==> src/rtl/wdt_rst_ctrl.sv <==
// Watchdog timer controller: down-counter with kick/reload, optional interrupt-first
// response, and a registered system reset pulse of 2^(rpl+1) pclk cycles.
module wdt_rst_ctrl #(
  parameter int unsigned CNT_W    = 16,
  parameter bit          HC_RPL   = 1'b0,
  parameter logic [2:0]  DFLT_RPL = 3'd3
) (
  input  logic             pclk,
  input  logic             presetn,
  input  logic             wdt_en,
  input  logic             resp_mode,
  input  logic [CNT_W-1:0] top_val,
  input  logic             kick,
  input  logic             intr_clr,
  input  logic             rpl_wr,
  input  logic [2:0]       rpl_in,
  output logic [2:0]       rpl,
  output logic [CNT_W-1:0] cnt,
  output logic             wdt_intr,
  output logic             wdt_rst
);

  localparam logic [1:0] StIdle  = 2'd0;
  localparam logic [1:0] StCount = 2'd1;
  localparam logic [1:0] StIntr  = 2'd2;
  localparam logic [1:0] StRst   = 2'd3;

  logic [1:0]       state_q, state_d;
  logic [CNT_W-1:0] cnt_q, cnt_d;
  logic             intr_q, intr_d;
  logic             rst_q, rst_d;
  logic [2:0]       rpl_q, rpl_d;
  logic [8:0]       pcnt_q, pcnt_d;

  logic             cnt_zero;
  logic [CNT_W-1:0] cnt_dec;
  logic [8:0]       pulse_last;

  assign cnt_zero = (cnt_q == '0);
  assign cnt_dec  = cnt_q - CNT_W'(1);
  // rpl cannot change while in StRst, so this is effectively latched at pulse start.
  assign pulse_last = (9'd2 << rpl_q) - 9'd1;

  always_comb begin
    rpl_d = rpl_q;
    if (!HC_RPL && rpl_wr && (state_q != StRst)) begin
      rpl_d = rpl_in;
    end
  end

  always_comb begin
    state_d = state_q;
    cnt_d   = cnt_q;
    intr_d  = intr_q;
    rst_d   = rst_q;
    pcnt_d  = pcnt_q;

    case (state_q)
      StIdle: begin
        intr_d = 1'b0;
        rst_d  = 1'b0;
        if (wdt_en) begin
          cnt_d   = top_val;
          state_d = StCount;
        end
      end

      StCount: begin
        if (!wdt_en) begin
          state_d = StIdle;
        end else if (kick) begin
          cnt_d = top_val;
        end else if (cnt_zero && !resp_mode) begin
          state_d = StRst;
          rst_d   = 1'b1;
          pcnt_d  = '0;
        end else if (cnt_zero) begin
          intr_d  = 1'b1;
          cnt_d   = top_val;
          state_d = StIntr;
        end else begin
          cnt_d = cnt_dec;
        end
      end

      StIntr: begin
        if (!wdt_en) begin
          intr_d  = 1'b0;
          state_d = StIdle;
        end else if (kick) begin
          cnt_d   = top_val;
          intr_d  = 1'b0;
          state_d = StCount;
        end else if (intr_clr) begin
          // Keep counting down without reloading; saturate so a clear at zero cannot wrap.
          intr_d  = 1'b0;
          state_d = StCount;
          if (!cnt_zero) begin
            cnt_d = cnt_dec;
          end
        end else if (cnt_zero) begin
          state_d = StRst;
          rst_d   = 1'b1;
          pcnt_d  = '0;
        end else begin
          cnt_d = cnt_dec;
        end
      end

      StRst: begin
        if (pcnt_q == pulse_last) begin
          rst_d   = 1'b0;
          intr_d  = 1'b0;
          cnt_d   = top_val;
          pcnt_d  = '0;
          state_d = wdt_en ? StCount : StIdle;
        end else begin
          pcnt_d = pcnt_q + 9'd1;
        end
      end

      default: begin
        state_d = StIdle;
        intr_d  = 1'b0;
        rst_d   = 1'b0;
        pcnt_d  = '0;
      end
    endcase
  end

  always_ff @(posedge pclk) begin
    if (!presetn) begin
      state_q <= StIdle;
      cnt_q   <= '0;
      intr_q  <= 1'b0;
      rst_q   <= 1'b0;
      rpl_q   <= DFLT_RPL;
      pcnt_q  <= '0;
    end else begin
      state_q <= state_d;
      cnt_q   <= cnt_d;
      intr_q  <= intr_d;
      rst_q   <= rst_d;
      rpl_q   <= rpl_d;
      pcnt_q  <= pcnt_d;
    end
  end

  assign rpl      = rpl_q;
  assign cnt      = cnt_q;
  assign wdt_intr = intr_q;
  assign wdt_rst  = rst_q;

endmodule

==> config.mk <==
export PLATFORM = sky130hd
export DESIGN_NAME = wdt_rst_ctrl
export DESIGN_NICKNAME = d
export VERILOG_FILES = /design/src/rtl/wdt_rst_ctrl.sv
export SDC_FILE = /design/constraint.sdc
export NUM_CORES = 1
export LEC_CHECK = 0
export CAP_MARGIN = 20
export CORE_ASPECT_RATIO = 1.2
export CORE_MARGIN = 10
export CORE_UTILIZATION = 40
export DETAILED_ROUTE_END_ITERATION = 7
export GPL_TIMING_DRIVEN = 0
export MAX_ROUTING_LAYER = met4
export PLACE_DENSITY = 0.64
export SYNTH_ARGS = -nofsm -noshare
export SYNTH_HDL_FRONTEND = slang
export SYNTH_SLANG_ARGS = --single-unit
==> constraint.sdc <==
create_clock -name pclk -period 3 [get_ports pclk]
set_input_delay 0.3 -clock pclk [delete_from_list [all_inputs] [get_ports pclk]]
set_output_delay 0.3 -clock pclk [all_outputs]
set_load 0.005 [all_outputs]
# Word level (Yosys, flattened, before mapping)

Cells that the tools add are included.

Flip-flop bits (word level): 32
Input port bits: 26
Output and inout bits: 21

$add $sub $neg: 3
Equal/unequal tests: 22
Shifts and indexed selects: 1
Mux-type cells: 47
Reductions and logical operators: 11

Operators by type and width:

| operator                                             | number |
|---|---|
| 2-to-1 mux 16 bit                                    | 9 |
| 2-to-1 mux 9 bit                                     | 8 |
| one-hot mux 16 bit (4 select lines)                  | 1 |
| one-hot mux 9 bit (3 select lines)                   | 1 |
| != test 2 bit (second input constant)                | 12 |
| 2-to-1 mux 2 bit                                     | 10 |
| zero test 16 bit                                     | 1 |
| AND reduction 8 bit                                  | 2 |
| subtractor 16 x 1 -> 16 bit (second input constant)  | 1 |
| 2-to-1 mux 1 bit                                     | 15 |
| AND reduction 6 bit                                  | 2 |
| adder 9 x 1 -> 9 bit (second input constant)         | 1 |
| equality test 9 bit                                  | 1 |
| != test 3 bit (second input constant)                | 3 |
| << shifter 2 x 3 -> 9 bit (first input constant)     | 1 |
| subtractor 9 x 1 -> 9 bit (second input constant)    | 1 |
| != test 4 bit (second input constant)                | 2 |
| one-hot mux 1 bit (4 select lines)                   | 2 |
| one-hot mux 2 bit (4 select lines)                   | 1 |
| != test 5 bit (second input constant)                | 1 |
| AND reduction 5 bit                                  | 1 |
| equality test 2 bit (second input constant)          | 2 |
| nonzero test 3 bit                                   | 1 |
| equality test 2 x 1 -> 1 bit (second input constant) | 1 |
| 3 further kinds                                      | 4 |

# Depth between registers and ports, before layout

Word-level depth: 6
Gate-level depth with buffers: 12
Mapped depth without buffers: 9

# Least setup slack after synthesis

Ideal clock, no wire load.

Path kind: register to register
Start point: register rpl_q[0] (netlist: rpl[0])
End point: register rst_q (netlist: wdt_rst)
Library setup time: 0.131 ns
Arrival time: 2.705 ns
Data required time: 2.869 ns
Setup slack: 0.164 ns
Cell stages (with the launch flop): 12
Path buffers: 3
Period minus slack after synthesis: 2.836 ns
Cell sequence: dfxtp_1 -> buf_4 -> or3_4 -> ha_1 -> buf_2 -> xnor2_1 -> mux2i_1 -> a21oi_1 -> o41a_4 -> buf_6 -> o311ai_4 -> o41ai_2

Cells in the longest elaborated chain, start to end: 5

Ends and longest elaborated chain:

| element                              | line | RTL |
|---|---|---|
| start, declared                      | 32   | `logic [2:0] rpl_q, rpl_d;` |
| start signal, assigned               | 144  | `rpl_q <= rpl_d;` |
| << shifter 2 x 3 -> 9 bit            | 42   | `assign pulse_last = (9'd2 << rpl_q) - 9'd1;` |
| subtractor 9 x 1 -> 9 bit            | 42   |  |
| equality test 9 bit                  | 111  | `if (pcnt_q == pulse_last) begin` |
| != test 2 bit (no source line)       | -    |  |
| AND reduction 8 bit (no source line) | -    |  |
| end signal, assigned                 | 143  | `rst_q <= rst_d;` |
| end, declared                        | 31   | `logic rst_q, rst_d;` |

Every way passes these cells.
A chain may end at the register's enable or synchronous reset.

# Final worst setup path

Start point: register rpl_q[0] (netlist: rpl[0])
End point: register state_q[0]

Cells in the longest elaborated chain, start to end: 5

Ends and longest elaborated chain:

| element                              | line | RTL |
|---|---|---|
| << shifter 2 x 3 -> 9 bit            | 42   |  |
| subtractor 9 x 1 -> 9 bit            | 42   |  |
| equality test 9 bit                  | 111  |  |
| != test 2 bit (no source line)       | -    |  |
| AND reduction 5 bit (no source line) | -    |  |
| end signal, assigned                 | 133  | `state_q <= StIdle;` |
| end signal, assigned                 | 140  | `state_q <= state_d;` |
| end, declared                        | 28   | `logic [1:0] state_q, state_d;` |

Every way passes these cells.

==> impl_results.md <==
- Synthesis warning total: 0
- Data arrival, critical path: 3.07 ns
- Reg-to-reg endpoint: state_q[0]
- Post-route DRC: 0
- Least-Margin Pin Slew: 0.6873 ns
- Synth Flop Type: dfxtp_1
- Tot GR Track Use: 15.88%
- Reg clk slew, reported paths: 0.07 ns
- Critical Path RT: 3.22 ns
- Seq/Total Area, Yosys: 25.23%
- Switching power share of the total: 44.42%
- CP max FO: 10
- Fillers: 583
- CP Class: flip-flop to flip-flop
- Crit path to: state_q[0]
- Clock share of power: around 16%
- RSZ-0062 raised after global routing: false
- Initial antenna violation count: 0
- Fin. Hold Viols: 0
- Seq pwr share: about 29%
- Top cells by area, synth: dfxtp_1 25%, nand2_1 5.0%, mux2i_1 4.3%
- Area leader, netlist: dfxtp_1
- Commonest non-fill, non-tap cell in the layout: clkdlybuf4s50_1
- Post-route cell area: 0.003264 sq mm
- Pwr Total: 2.261 mW
- Total number of vias: 2525
- Final worst slack: 0.1497 ns
- WL final: 7.628 mm
- Final worst path period need: 2.850 ns
- Clock buffer count from CTS: 5
- Crit path from: rpl[0]
- Vias per std cell: 5.674
- Post-synth EDFFs: 0
- P_sw: approximately 1 mW
- Min-delay src: kick
- Initial core utilization: 41.69%
- First-pass GRT wire length: 12.56 mm
- Global route overflow: 0
- Power Density: 692.8 mW/mm^2
- Pre-Repair DR Iteration Count: 4
- Final period util: 95.01%
- Post-route ant nets: 0
- Area growth, synth to finish: 28.59%
- Post-synthesis cell count: 304
- Relative slew slack: between 50% and 60%
- CTS tree: done
- Port Buffers: 45
- Die height: 107.3 um
- Worst r2r src: rpl[0]
- Cell area after synthesis: 0.002539 sq mm
- Clk root buf: clkbuf_8
- Die width: 92.73 um
- Core Area: around 0.006 sq mm
- Clk_lat worst skew: 0.29 ns
- H-tree Lvls: 2
- Gpl congestion: 0.9014
- WL per Instance: approximately 17 um
- Vias in the first global route: about 2600
- FFs w/ async S/R, synth: 0%
- Synthesized area per cell: between 8 and 9 sq um
- R2r worst-path depth: 10
- Synthesized flop and latch total: 32
- Slew Limit Fails: 0
- Site Rows: 31
- Hold WC Path Type: primary input to flip-flop
- Clock buffer depth: 2
- Combinational group share of total power: a little under three fifths
- Finished Layout Cells: 445
- Final setup viols: 0
- Mapped Nets: 338
- ANT cells: 0
- Yosys cell types: 64
- Layout cells sized above 1: 14.88%
- Num ports: 47
- CTS Sinks: 32
- Inst Count DP: 431
- Most frequent cells in the layout: 45 x clkdlybuf4s50_1, 34 x nand2_1, 32 x dfxtp_1
- Crit. End Element: flip-flop
- DP Worst Slack: -0.06984 ns
- Synth top area share: 25.23%
- VDD IR max: 0.3231 mV
- LEAKAGE: 1.194 nW
- CP Launch Type: flip-flop
- Violation count after the first detailed-route iteration: 120
- Area after DPL: 0.003092 sq mm
- Finished Core Util: approximately 54%
- Status: finished clean
- Fmax: 0.3508 GHz
- Full die area: 0.009947 sq mm
- Largest net degree at the start of global routing: 11
- Max Cap Violations: 0
- Internal power consumption: 1.257 mW
- DPL Wire Length: 5.587 mm
- Worst reg-to-reg setup slack: between 0.1 and 0.15 ns
- Setup Skew: 0.006868 ns
- Nets: 396
## per-stage QoR
| step | setup TNS, ns | hold slack (ns) |
|---|---|---|
| 5_1_grt | 0 | 0.4288 |
| 3_3_place_gp | -0.3325 | 0.4767 |
| 6_report | 0 | 0.4305 |
| 4_1_cts | 0 | 0.4268 |
| 2_1_floorplan | 0 | 0.4285 |
| 3_5_place_dp | -0.7976 | 0.4814 |
## how the worst min path moves through the flow
stage / to / slack, ns / depth (start not counted)
floorplan: rpl[0] / 0.43 / 2
finish: wdt_intr / 0.43 / 3
global route: wdt_intr / 0.43 / 3
detailed placement: wdt_intr / 0.48 / 2
global placement: wdt_intr / 0.48 / 2
CTS: wdt_intr / 0.43 / 3
## power groups by stage
stage / logic, mW / clock network (mW) / registers, mW
final: 1.25 / 0.360 / 0.655
after global routing: 1.39 / 0.382 / 0.670
after CTS: 1.23 / 0.368 / 0.652
after detailed placement: 1.21 / 0 / 0.659
after global placement: 1.20 / 0 / 0.660
after floorplan: 0.819 / 0 / 0.634
## logic make-up (layout without fill, tap and decap cells)
family          after synthesis  in the layout  synth area share, %
mux                          12             12                4.781
xor+xnor                     14             14                4.830
fa+ha+maj                     8              8                3.943
compound gates               90             90                29.08
simple gates                116            116                25.63
buf+inv                      32             91                6.506
flops                        32             32                25.23
## metal layers
layer | track usage [%] | part of all wire (%)
met1 | 17.56 | 44
met2 | 28.13 | 51
met3 | 3.140 | 3.7
met4 | 4.746 | 2.0
met5 | - | 0
## layout make-up
class,count,area (sq um),share of cell area (%)
timing repair buffer,52,503.0,15.41
inverter,10,37.54,1.150
sequential,32,640.6,19.62
clock buffer,6,82.58,2.530
multi-input combinational,240,1758,53.85
buffer,21,130.1,3.986
clock inverter,2,10.01,0.3066
tap,82,102.6,3.143
## worst max-delay path, cell delays in order (launching register included)
cell	delay, ns
dfxtp_1	0.32
buf_4	0.17
or3_4	0.38
ha_2	0.26
xnor2_2	0.20
mux2i_1	0.23
a21oi_2	0.07
o41a_4	0.53
buf_4	0.16
nor3_2	0.23
mux2i_1	0.22
## state kept, by name, summed over array words and instances, names as in the netlist
name      cells
cnt          16
pcnt_q        9
rpl           3
state_q       2
wdt_intr      1
wdt_rst       1
## cells in the mapped netlist, drive strengths merged (7+ instances only)
cell	instances
xor2	10
nor4	8
o21ai	28
inv	10
clkbuf	10
nand3	10
o311ai	12
nor3	12
nor2	19
a21oi	7
dfxtp	32
mux2i	11
ha	8
nand2	34
buf	12
## what timing repair did
action                                  CTS  global route
buffers inserted                          2             5
pin swaps                                 0             3
resized for setup                         1             8
endpoints found under the setup margin   21            25
hold buffers                              0             0
No activity file was read; power rests on OpenSTA's default activity.
